File: config.mk
export PLATFORM = sky130hd
export DESIGN_NAME = tmnt_gpio_frontend_flat
export DESIGN_NICKNAME = d
export VERILOG_FILES = /design/src/rtl/tmnt_gpio_frontend_if.sv /design/src/rtl/tmnt_gpio_frontend.sv /design/src/flat_wrapper.sv
export SDC_FILE = /design/constraint.sdc
export NUM_CORES = 1
export LEC_CHECK = 0
export ABC_AREA = 1
export CORE_MARGIN = 8
export CORE_UTILIZATION = 41
export DETAILED_ROUTE_END_ITERATION = 10
export PLACE_DENSITY = 0.84
export SYNTH_ARGS = -nofsm -noshare
export SYNTH_HDL_FRONTEND = slang
export SYNTH_HIERARCHICAL = 1
export SYNTH_SLANG_ARGS = --single-unit
File: constraint.sdc
create_clock -name clk -period 7.75 [get_ports clk]
set_input_delay 1.1625 -clock clk [delete_from_list [all_inputs] [get_ports clk]]
set_output_delay 1.1625 -clock clk [all_outputs]
set_load 0.05 [all_outputs]
File: src/rtl/tmnt_gpio_frontend_if.sv
// ---------------------------------------------------------------------------
// tmnt_gpio_frontend_if
//   Bundles the GPIO pad bank and the synthesiser-core side of the front end.
//   slave  : the front end (takes cs, pads and sigout; drives pads, core reset
//            and button outputs)
//   master : the chip wrapper / environment side
//
//   cs          chip select, 1 = selected, 0 = block and core held in reset
//   gpio_in     pad input values
//   gpio_out    pad output values
//   gpio_oe     pad output enables, 1 = drive
//   sigout      audio bit from the core
//   core_nrst   active-low core reset (async assert, sync release)
//   pb_level    debounced button levels
//   pb_press    one-cycle strobe on each 0->1 of pb_level
//   pb_release  one-cycle strobe on each 1->0 of pb_level
// ---------------------------------------------------------------------------
interface tmnt_gpio_frontend_if #(
  parameter int NUM_PB = 16,
  parameter int GPIO_W = 34
);
  logic              cs;
  logic [GPIO_W-1:0] gpio_in;
  logic [GPIO_W-1:0] gpio_out;
  logic [GPIO_W-1:0] gpio_oe;
  logic              sigout;
  logic              core_nrst;
  logic [NUM_PB-1:0] pb_level;
  logic [NUM_PB-1:0] pb_press;
  logic [NUM_PB-1:0] pb_release;

  modport slave (
    input  cs, gpio_in, sigout,
    output gpio_out, gpio_oe, core_nrst, pb_level, pb_press, pb_release
  );

  modport master (
    output cs, gpio_in, sigout,
    input  gpio_out, gpio_oe, core_nrst, pb_level, pb_press, pb_release
  );
endinterface

File: src/rtl/tmnt_gpio_frontend.sv
// ---------------------------------------------------------------------------
// tmnt_gpio_frontend
//   I/O front end between the breakout-board GPIO bank and the synth core.
//   - Combines nrst and cs into a synchronised core reset (async assert,
//     release on the 2nd clk edge after both are high).
//   - Synchronises and debounces NUM_PB pushbutton channels taken from
//     gpio_in[NUM_PB-1:0]; produces level, press and release per channel.
//   - Registers sigout onto gpio_out[SIGOUT_PIN]; the pin is driven only
//     while the core is out of reset. All other pads stay inputs.
//
//   Ports:
//     clk    system clock
//     nrst   board reset, asynchronous, active-low
//     bus    tmnt_gpio_frontend_if.slave (cs, pads, sigout, core_nrst,
//            pb_level / pb_press / pb_release)
//
//   Parameters:
//     NUM_PB        pushbutton channels, 1..GPIO_W-1
//     GPIO_W        GPIO bank width
//     SIGOUT_PIN    pad index for sigout, NUM_PB <= SIGOUT_PIN < GPIO_W
//     DEBOUNCE_CYC  consecutive differing cycles needed to accept a level, >= 1
//
//   Build option:
//     TMNT_DEBOUNCE_EN  defined   -> per-channel debounce counters
//                       undefined -> level simply registers the synchronised
//                                    input (DEBOUNCE_CYC ignored)
// ---------------------------------------------------------------------------

// One pushbutton channel: 2-flop synchroniser, optional debounce, strobes.
module tmnt_pb_lane #(
  parameter int DEBOUNCE_CYC = 1000,
  parameter int CNT_W        = 10
) (
  input  logic clk,
  input  logic rst_n,
  input  logic pin,
  output logic level,
  output logic press,
  output logic pb_rel
);
  logic [1:0] sync_pipe;
  logic       sync;

  always_ff @(posedge clk or negedge rst_n) begin
    if (!rst_n) sync_pipe <= '0;
    else        sync_pipe <= {sync_pipe[0], pin};
  end

  assign sync = sync_pipe[1];

`ifdef TMNT_DEBOUNCE_EN
  // Counts consecutive cycles where sync disagrees with level. It is cleared
  // on agreement and on acceptance, so it never passes DEBOUNCE_CYC-1.
  localparam logic [CNT_W-1:0] CNT_LAST = CNT_W'(DEBOUNCE_CYC - 1);

  logic [CNT_W-1:0] cnt;

  always_ff @(posedge clk or negedge rst_n) begin
    if (!rst_n) begin
      cnt    <= '0;
      level  <= 1'b0;
      press  <= 1'b0;
      pb_rel <= 1'b0;
    end else begin
      press  <= 1'b0;
      pb_rel <= 1'b0;
      if (sync == level) begin
        cnt <= '0;
      end else if (cnt == CNT_LAST) begin
        // DEBOUNCE_CYC-th differing cycle: accept, strobe alongside new level
        level  <= ~level;
        press  <= ~level;
        pb_rel <= level;
        cnt    <= '0;
      end else begin
        cnt <= cnt + 1'b1;
      end
    end
  end
`else
  localparam int unused_cfg = DEBOUNCE_CYC + CNT_W;

  always_ff @(posedge clk or negedge rst_n) begin
    if (!rst_n) begin
      level  <= 1'b0;
      press  <= 1'b0;
      pb_rel <= 1'b0;
    end else begin
      level  <= sync;
      press  <= sync & ~level;
      pb_rel <= ~sync & level;
    end
  end
`endif
endmodule

module tmnt_gpio_frontend #(
  parameter int NUM_PB       = 16,
  parameter int GPIO_W       = 34,
  parameter int SIGOUT_PIN   = 33,
  parameter int DEBOUNCE_CYC = 1000
) (
  input logic                 clk,
  input logic                 nrst,
  tmnt_gpio_frontend_if.slave bus
);
  localparam int CNT_W = $clog2(DEBOUNCE_CYC + 1);

  // ---------------- reset combine / release chain ----------------
  logic       rst_req_n;
  logic [1:0] rst_pipe;
  logic       core_nrst;

  assign rst_req_n = nrst & bus.cs;

  always_ff @(posedge clk or negedge rst_req_n) begin
    if (!rst_req_n) rst_pipe <= '0;
    else            rst_pipe <= {rst_pipe[0], 1'b1};
  end

  assign core_nrst     = rst_pipe[1];
  assign bus.core_nrst = core_nrst;

  // ---------------- pushbutton lanes ----------------
  logic [NUM_PB-1:0] pin;
  logic [NUM_PB-1:0] lvl;
  logic [NUM_PB-1:0] prs;
  logic [NUM_PB-1:0] rls;

  assign pin = bus.gpio_in[NUM_PB-1:0];

  tmnt_pb_lane #(
    .DEBOUNCE_CYC (DEBOUNCE_CYC),
    .CNT_W        (CNT_W)
  ) u_lane [NUM_PB-1:0] (
    .clk    (clk),
    .rst_n  (core_nrst),
    .pin    (pin),
    .level  (lvl),
    .press  (prs),
    .pb_rel (rls)
  );

  assign bus.pb_level   = lvl;
  assign bus.pb_press   = prs;
  assign bus.pb_release = rls;

  // Pads above the button range are not read by this block.
  logic unused_pins;
  assign unused_pins = ^bus.gpio_in[GPIO_W-1:NUM_PB];

  // ---------------- audio output path ----------------
  logic sig_q;

  always_ff @(posedge clk or negedge core_nrst) begin
    if (!core_nrst) sig_q <= 1'b0;
    else            sig_q <= bus.sigout;
  end

  // Only the sigout pad is ever driven; its enable follows core reset so
  // the pin tri-states the instant cs or nrst drops.
  always_comb begin
    bus.gpio_out             = '0;
    bus.gpio_out[SIGOUT_PIN] = sig_q;
  end

  always_comb begin
    bus.gpio_oe             = '0;
    bus.gpio_oe[SIGOUT_PIN] = core_nrst;
  end
endmodule

File: src/flat_wrapper.sv
// flat-port wrapper written by rule: the top's interface ports become plain ports
module tmnt_gpio_frontend_flat 
#(
  parameter int NUM_PB       = 16,
  parameter int GPIO_W       = 34,
  parameter int SIGOUT_PIN   = 33,
  parameter int DEBOUNCE_CYC = 1000
)
  (clk, nrst, bus_cs, bus_gpio_in, bus_sigout, bus_gpio_out, bus_gpio_oe, bus_core_nrst, bus_pb_level, bus_pb_press, bus_pb_release);
  tmnt_gpio_frontend_if #(.NUM_PB(NUM_PB), .GPIO_W(GPIO_W)) bus_i ();
  input logic clk;
  input logic nrst;
  input wire logic [$bits(bus_i.cs)-1:0] bus_cs;
  input wire logic [$bits(bus_i.gpio_in)-1:0] bus_gpio_in;
  input wire logic [$bits(bus_i.sigout)-1:0] bus_sigout;
  output wire logic [$bits(bus_i.gpio_out)-1:0] bus_gpio_out;
  output wire logic [$bits(bus_i.gpio_oe)-1:0] bus_gpio_oe;
  output wire logic [$bits(bus_i.core_nrst)-1:0] bus_core_nrst;
  output wire logic [$bits(bus_i.pb_level)-1:0] bus_pb_level;
  output wire logic [$bits(bus_i.pb_press)-1:0] bus_pb_press;
  output wire logic [$bits(bus_i.pb_release)-1:0] bus_pb_release;
  assign bus_i.cs = bus_cs;
  assign bus_i.gpio_in = bus_gpio_in;
  assign bus_i.sigout = bus_sigout;
  assign bus_gpio_out = bus_i.gpio_out;
  assign bus_gpio_oe = bus_i.gpio_oe;
  assign bus_core_nrst = bus_i.core_nrst;
  assign bus_pb_level = bus_i.pb_level;
  assign bus_pb_press = bus_i.pb_press;
  assign bus_pb_release = bus_i.pb_release;
  tmnt_gpio_frontend #(.NUM_PB(NUM_PB), .GPIO_W(GPIO_W), .SIGOUT_PIN(SIGOUT_PIN), .DEBOUNCE_CYC(DEBOUNCE_CYC)) u_core (.clk(clk), .nrst(nrst), .bus(bus_i));
endmodule
Yosys cells after proc, flatten, opt, wreduce, memory -nomap -nowiden:

Cells that the tools add are included.

* bitwise logic cells: 65

Operators with widths (number)
* 1-bit bitwise AND: 33
* 1-bit inverter: 32

* bits in registers: 83
* bits of input ports: 38
* output and inout port bits: 117
* logic and storage cells: 131

Longest topological paths before layout:

Gate-level depths: netlist (run 1).

* word-level depth: 2
* gate-level depth with buffers: 2
* mapped depth without buffers: 2

Cells and area by module:

The synthesis (run 1) kept the hierarchy.

By module, submodules not included
* tmnt_pb_lane: instances 16, cells an instance 9, area an instance 140.1 µm², seq. area each 125.1 µm²
* tmnt_gpio_frontend: instances 1, cells an instance 75, area an instance 600.6 µm², seq. area each 75.1 µm²

Least setup slack after synthesis (run 1):

OpenSTA, ideal clock, no wires.

* path kind: register to output
* from: register u_core.rst_pipe[1]
* to: output port bus_gpio_oe[33]
* arrival time: 2836 ps
* required time: 6588 ps
* setup slack: 3751 ps
* cell stages (with the launch flop): 2
* buffers on the path: 1
* cell sequence: dfrtp_1 > buf_4

RTL lines
* start, declared: line tmnt_gpio_frontend.sv:111 `logic [1:0] rst_pipe;`
* start signal, assigned: line tmnt_gpio_frontend.sv:118 `else rst_pipe <= {rst_pipe[0], 1'b1};`
* end, declared: line flat_wrapper.sv:17 `output wire logic [$bits(bus_i.gpio_oe)-1:0] bus_gpio_oe;`

No word-level cell between the ends.

Final worst setup path (run 1):

* from: register u_core.rst_pipe[1]
* to: output port bus_gpio_oe[33]

No word-level cell between the ends.

==> results of run 1 <==
[per-stage QoR]
step	total power (uW)	util, %	cell area, um^2
final	940	53.1	3590
after CTS	950	53.1	3590
after global routing	979	53.1	3590
after floorplan	629	-	3090
after detailed placement	647	50.1	3390
after global placement	644	50.1	3390
[flip-flops by register name, summed over array words and instances, names as in the netlist]
signal	cells
u_core/u_lane/sync_pipe	32
u_core/u_lane/level	16
u_core/u_lane/pb_rel	16
u_core/u_lane/press	16
u_core/rst_pipe	2
u_core/sig_q	1
[cell usage in the layout (no fill, tap or decap), drive strengths merged]
master         count
dfrtp             83
clkdlybuf4s50     70
conb              67
inv               35
nor2              32
clkbuf            10
clkinvlp           3
bufinv             1
nand2              1
buf                1
[cell type report]
cell class              instances  share of cell area (%)
flip-flops and latches         83                    58.0
multi-input cells             100                    10.5
inverters                      33                    3.45
repair buffers                 71                    19.7
clock buffers                  10                    3.56
well taps                      80                    2.79
clock inverters                 6                    2.02
[cell families after synthesis]
family | synth area share [%]
buf+inv | 22.3
flops | 73.1
simple gates | 4.36
other cells | 0.264
[layer usage]
layer | GRT usage (%) | share of wire (%) | vias to the layer above
met1 | 11.1 | 44 | 665
met2 | 13.9 | 45 | 94
met3 | 5.52 | 11 | 2
li1 | - | - | 653
met4 | 4.19 | 0.41 | 0
met5 | 0 | 0 | -
[power breakdown]
group	internal [uW]	total (uW)	switching (uW)
clock	152	302	150
combinational	33.9	171	137
sequential	455	467	12.8
[worst max path at each step]
stage,from,endpoint,slack [ps],cells past startpoint
3_5_place_dp,u_core/rst_pipe[1],bus_core_nrst,4980,1
6_report,u_core/rst_pipe[1],bus_gpio_oe[33],4660,1
3_3_place_gp,u_core/rst_pipe[1],bus_core_nrst,4990,1
5_1_grt,u_core/rst_pipe[1],bus_core_nrst,4520,1
4_1_cts,u_core/rst_pipe[1],bus_core_nrst,4610,1
2_1_floorplan,u_core/rst_pipe[1],bus_gpio_oe[33],3750,1
==> results_dict.tcl, run 1 <==
set metrics [dict create \
    leakage_uw 0.00183 \
    setup_ws_ps 4660 \
    slew_headroom_pct 61.3 \
    avgViaCountPerCell 3.69 \
    synth.distinct_cells 6 \
    fp-row-count 30 \
    cts-hold-fix-buffers 0 \
    instances_no_fill 383 \
    remaining_drc_errors 0 \
    crit_required_ps 6590 \
    ant_nets 0 \
    status "finished clean" \
    endpoint_kind "output port" \
    drive_above_1_share_pct 5.61 \
    cp.arrival_ps 1930 \
    clkTransAtPathRegs_ps 90 \
    regArea_um2 2080 \
    synth_top_cell_by_area "dfrtp_1" \
    synth_edf_count 0 \
    drv_cap 0 \
    synthTopCellsByArea "dfrtp_1, buf_4, inv_1" \
    rsz0062_at_grt "no" \
    cts_resized 0 \
    post-cts-setup-buffer-count 0 \
    synthTopCellsByCount "dfrtp_1, buf_4, inv_1" \
    antenna_cells 0 \
    hpwl_um 3650 \
    clockBufferDepth 2 \
    async_flop_share_pct 100 \
    synth.most_common_cell "dfrtp_1" \
    dp_cells 367 \
    h-tree-depth 3 \
    gp_congestion 0.696 \
    crit_chain "clkdlybuf4s50_1" \
    die_x_um 99.3 \
    start_util_pct 42.1 \
    hold_path.class "reg -> async" \
    r2r_cells 1 \
    grt_pass1_vias 1542 \
    synth_top_area_share_pct 73.1 \
    slowest_stage "clkdlybuf4s50_1" \
    crit_family "buffers and inverters" \
    peakVddDrop_mv 0.0959 \
    ios 155 \
    ys_ff_latch 83 \
    drtPass1Iterations 4 \
    syn_area_per_cell_um2 13.0 \
    crit_path_max_incr_delay_ps 900 \
    fin_crit_ps 3090 \
    num_vias 1414 \
    critPathLaunchType "flip-flop" \
    worstSetupPathType "reg -> out" \
    hold_violations 0 \
    drtIter0Drc 48 \
    antenna_found_initial 0 \
    fillCellCount 555 \
    preCtsSetupSlack_ps 4980 \
    yosysSeqAreaShare_pct 73.1 \
    yosysWarnings 6 \
    final.period_utilization_pct 39.9 \
    clkLatencyLatePin_ps 340 \
    grt_max_degree 49 \
    max_freq_mhz 324 \
    p_per_area_nw_per_um2 262 \
    final.setup.tns_ps 0 \
    wirelength_um 4670 \
    cts_root_buf "clkbuf_8" \
    grt.overflow.total 0 \
    worstMarginPinSlew_ps 580 \
    reg2reg_to "u_core/u_lane[12]/sync_pipe[1]" \
    syn_area_um2 2840 \
    ys.flop_type "dfrtp_1" \
    crit_fanout 36 \
    grt_first_pass_wirelength_um 7250 \
    die_h_um 99.3 \
    wl_per_cell_um 12.2 \
    setup_violations 0 \
    syn_inst 219 \
    core_um2 6760 \
    portBuffers 70 \
    fin_skew_ps 14.7 \
    worstPathBufferInverterCount 1 \
    cts_sinks 83 \
    cts_tree "yes" \
    area_growth_syn_to_layout_pct 26.2 \
    reg2reg_slack_ps 6550 \
    drv_slew 0 \
    r2r-start "u_core/rst_pipe[1]" \
    cts_buffers 9 \
    die-area_um2 9850 \
    whs_ps 260 \
    multiInputGateArea_um2 375 \
    nets 336 \
    grt_usage_pct 9.52 \
]
Power figures use the tool's default switching activity.
==> run 2: changes to the inputs <==
CORE_UTILIZATION = 35   (was 41)
PLACE_DENSITY = 0.76   (was 0.84)
clock period = 2.5 ns   (was 7.75 ns; I/O delays follow)
==> results_dict.tcl, run 2 (same netlist as run 1, synthesis figures left out) <==
set metrics [dict create \
    grt_first_pass_wirelength_um 7700 \
    fin_skew_ps 10.1 \
    avgViaCountPerCell 3.48 \
    cts_resized 0 \
    p_per_area_nw_per_um2 815 \
    largest_reg_flops 32 \
    antenna_found_initial 0 \
    ios 155 \
    multiInputGateArea_um2 375 \
    post-cts-setup-buffer-count 0 \
    hpwl_um 3610 \
    reg2reg_to "u_core/u_lane[14]/pb_rel" \
    p_sw_share_pct 31.9 \
    die_h_um 106 \
    setup_violations 0 \
    clkTransAtPathRegs_ps 80 \
    cts-hold-fix-buffers 0 \
    cts_buffers 9 \
    switching_power_uw 945 \
    crit_family "buffers and inverters" \
    area_growth_syn_to_layout_pct 27.7 \
    drtIter0Drc 21 \
    h-tree-depth 3 \
    wl_per_cell_um 11.5 \
    wirelength_um 4690 \
    grt_usage_pct 8.75 \
    fp-row-count 33 \
    critPathLaunchType "flip-flop" \
    layout_common_cells "dfrtp_1, clkdlybuf4s50_1, conb_1" \
    regArea_um2 2080 \
    drive_above_1_share_pct 6.91 \
    crit_fanout 3 \
    nets 337 \
    cp.arrival_ps 1550 \
    setup_ws_ps 579 \
    r2r_cells 1 \
    status "finished clean" \
    num_vias 1422 \
    final.setup.tns_ps 0 \
    remaining_drc_errors 0 \
    preCtsSetupSlack_ps 934 \
    drv_cap 0 \
    p_comb_share_pct 18.1 \
    worstSetupPathType "reg -> out" \
    final.period_utilization_pct 76.8 \
    regMostFlops "u_core/u_lane/sync_pipe" \
    grt_pass1_vias 1623 \
    hold_violations 0 \
    r2r-start "u_core/rst_pipe[1]" \
    start_util_pct 35.3 \
    die-area_um2 11300 \
    worstMarginPinSlew_ps 553 \
    slowest_stage "clkdlybuf4s50_1" \
    p_clk_share_pct 33.2 \
    reg2reg_slack_ps 1650 \
    final_common_cell "dfrtp_1" \
    slew_headroom_pct 63.2 \
    core_um2 8050 \
    internal-power_uw 2010 \
    crit_path_max_incr_delay_ps 840 \
    cts_root_buf "clkbuf_8" \
    antenna_cells 0 \
    fillCellCount 754 \
    clkLatencyLatePin_ps 340 \
    leakage_uw 0.00184 \
    cts_sinks 83 \
    portBuffers 70 \
    peakVddDrop_mv 0.306 \
    endpoint_kind "output port" \
    hold_path.class "in -> async" \
    gp_congestion 0.663 \
    crit_required_ps 2120 \
    max_freq_mhz 521 \
    seqPwrFrac_pct 48.7 \
    grt_max_degree 46 \
    fin_crit_ps 1920 \
    crit_chain "clkdlybuf4s50_1" \
    drv_slew 0 \
    clockBufferDepth 2 \
    die_x_um 106 \
    ant_nets 0 \
    rsz0062_at_grt "no" \
    cts_tree "yes" \
    grt.overflow.total 0 \
    worstPathBufferInverterCount 1 \
    drtPass1Iterations 4 \
]
run 2: power by group through the flow:
stage                     Clock (uW)  Sequential [uW]  Combinational, uW
after floorplan                    0             1630                324
after global placement             0             1460                533
final                            982             1440                536
after detailed placement           0             1470                537
after global routing            1090             1450                563
after CTS                       1020             1440                537
run 2: layout make-up:
| cell class | count | share of cell area [%] |
|---|---|---|
| tap | 105 | 3.62 |
| clock inverter | 6 | 1.96 |
| sequential | 83 | 57.3 |
| inverter | 33 | 3.41 |
| timing repair buffer | 72 | 19.6 |
| clock buffer | 10 | 3.79 |
| multi-input combinational | 100 | 10.3 |
run 2: per-stage QoR:
stage               instance area, um^2  util [%]  cells  hold WS [ps]  total power (uW)
global placement                   3420      42.5    393           333              2000
finish                             3630      45.1    409           276              2960
CTS                                3630      45.1    409           260              3000
global route                       3630      45.1    409           283              3100
detailed placement                 3420      42.5    393           335              2010
floorplan                          3090         -    284           153              1950
run 2: worst max path at each step:
stage               depth (start not counted)              end  slack [ps]                   start
floorplan                                   1  bus_gpio_oe[33]         310      u_core/rst_pipe[1]
global route                                1  bus_pb_level[9]         480  u_core/u_lane[9]/level
global placement                            1  bus_pb_level[9]         930  u_core/u_lane[9]/level
CTS                                         1  bus_pb_level[4]         530  u_core/u_lane[4]/level
detailed placement                          1  bus_pb_level[9]         930  u_core/u_lane[9]/level
finish                                      1  bus_pb_level[9]         580  u_core/u_lane[9]/level
run 2: layer usage:
layer / track usage (%) / part of all wire (%)
met1: 9.94 / 42
met2: 13.1 / 46
met3: 5.20 / 11
met4: 3.62 / 1.5
met5: 0 / 0
==> run 3: changes to the inputs <==
clock period = 1.6 ns   (was 2.5 ns; I/O delays follow)
==> results_dict.tcl, run 3 (same netlist as run 1, synthesis figures left out) <==
set metrics [dict create \
    r2r_cells 1 \
    worstMarginPinSlew_ps 558 \
    gp_congestion 0.684 \
    die-area_um2 11300 \
    grt_pass1_vias 1541 \
    crit_path_max_incr_delay_ps 590 \
    multiInputGateArea_um2 375 \
    grt.overflow.total 0 \
    clkLatencyLatePin_ps 340 \
    ant_nets 0 \
    h-tree-depth 3 \
    regArea_um2 2080 \
    grt_first_pass_wirelength_um 7800 \
    slowest_stage "dfrtp_4" \
    cts_root_buf "clkbuf_8" \
    fillCellCount 761 \
    layout_common_cells "dfrtp_1, conb_1, buf_4" \
    drv_slew 0 \
    final.setup.tns_ps 0 \
    critPathLaunchType "flip-flop" \
    worstPathBufferInverterCount 1 \
    fin_crit_ps 1370 \
    num_vias 1416 \
    start_util_pct 35.3 \
    clkTransAtPathRegs_ps 70 \
    hold_violations 0 \
    wirelength_um 4950 \
    setup_violations 0 \
    ios 155 \
    area_growth_syn_to_layout_pct 25.4 \
    fin_skew_ps 6.51 \
    peakVddDrop_mv 0.506 \
    antenna_found_initial 0 \
    cp.arrival_ps 1130 \
    final.period_utilization_pct 85.5 \
    post-cts-setup-buffer-count 0 \
    hpwl_um 3770 \
    wl_per_cell_um 12.1 \
    crit_required_ps 1360 \
    drive_above_1_share_pct 22.7 \
    core_um2 8050 \
    grt_usage_pct 9.03 \
    portBuffers 70 \
    crit_chain "buf_12" \
    remaining_drc_errors 0 \
    cts_resized 0 \
    max_freq_mhz 731 \
    dp_cells 393 \
    status "finished clean" \
    reg2reg_to "u_core/u_lane[9]/sync_pipe[0]" \
    crit_fanout 16 \
    final_common_cell "dfrtp_1" \
    rsz0062_at_grt "no" \
    p_per_area_nw_per_um2 1350 \
    hold_path.class "in -> async" \
    die_h_um 106 \
    drtIter0Drc 35 \
    reg2reg_slack_ps 580 \
    drtPass1Iterations 4 \
    die_x_um 106 \
    cts_tree "yes" \
    startpoint "u_core/rst_pipe[1]" \
    largest_reg_flops 32 \
    r2r-start "u_core/rst_pipe[1]" \
    leakage_uw 0.00194 \
    cts_buffers 9 \
    cts-hold-fix-buffers 0 \
    fin_util_pct 44.3 \
    grt_max_degree 45 \
    antenna_cells 0 \
    instances_no_fill 409 \
    regMostFlops "u_core/u_lane/sync_pipe" \
    cts_sinks 83 \
    avgViaCountPerCell 3.46 \
    fp-row-count 33 \
    endpoint_kind "output port" \
    crit_family "flip-flops" \
    drv_cap 0 \
    nets 337 \
    clockBufferDepth 2 \
    slew_headroom_pct 62.8 \
    worstSetupPathType "reg -> out" \
]
## run 3: changes by cell type in the layout (fill, tap and decap cells not counted), sizes merged
| cell | change |
|---|---|
| buf | +49 |
| clkdlybuf4s50 | -49 |
| bufinv | +2 |
| clkinv | +2 |
| clkinvlp | -2 |
| inv | -2 |
## run 3: worst min-delay path: stages
cell and delay, ps:
clkdlybuf4s50_1 450, nand2_1 50, inv_1 100
## run 3: worst max-delay path by stage
stage | slack, ps | endpoint | cells past startpoint
after detailed placement | 530 | u_core/u_lane[3]/pb_rel | 1
after global placement | 550 | u_core/u_lane[3]/level | 1
after global routing | 160 | bus_gpio_oe[33] | 1
after CTS | 200 | bus_core_nrst | 1
after floorplan | 50 | bus_gpio_oe[33] | 1
final | 230 | bus_gpio_oe[33] | 1
## run 3: cell type report
cell class | count | share of cell area (%)
clock buffer | 10 | 3.58
clock inverter | 6 | 3.16
inverter | 33 | 3.47
multi-input combinational | 100 | 10.5
sequential | 83 | 58.4
tap | 105 | 3.69
timing repair buffer | 72 | 17.2
## run 3: layer usage
| layer | global-route usage (%) | up-vias | share of wire (%) |
|---|---|---|---|
| li1 | - | 657 | - |
| met1 | 9.99 | 665 | 39 |
| met2 | 13.8 | 88 | 49 |
| met3 | 5.38 | 6 | 10 |
| met4 | 3.92 | 0 | 1.3 |
| met5 | 0 | - | 0 |
## run 3: metrics by stage
stage	power, uW	setup WS, ps	instance area, um^2	hold WS (ps)
after CTS	4900	201	3560	143
after global routing	5050	161	3560	199
final	4830	232	3560	156
after detailed placement	3130	526	3320	193
after floorplan	3050	47.8	3090	18.5
after global placement	3110	553	3320	188
## run 3: power breakdown
group	switching, uW	internal (uW)	leakage [uW]
clock	705	1040	0.000121
combinational	672	148	0.000809
sequential	57.2	2200	0.00101
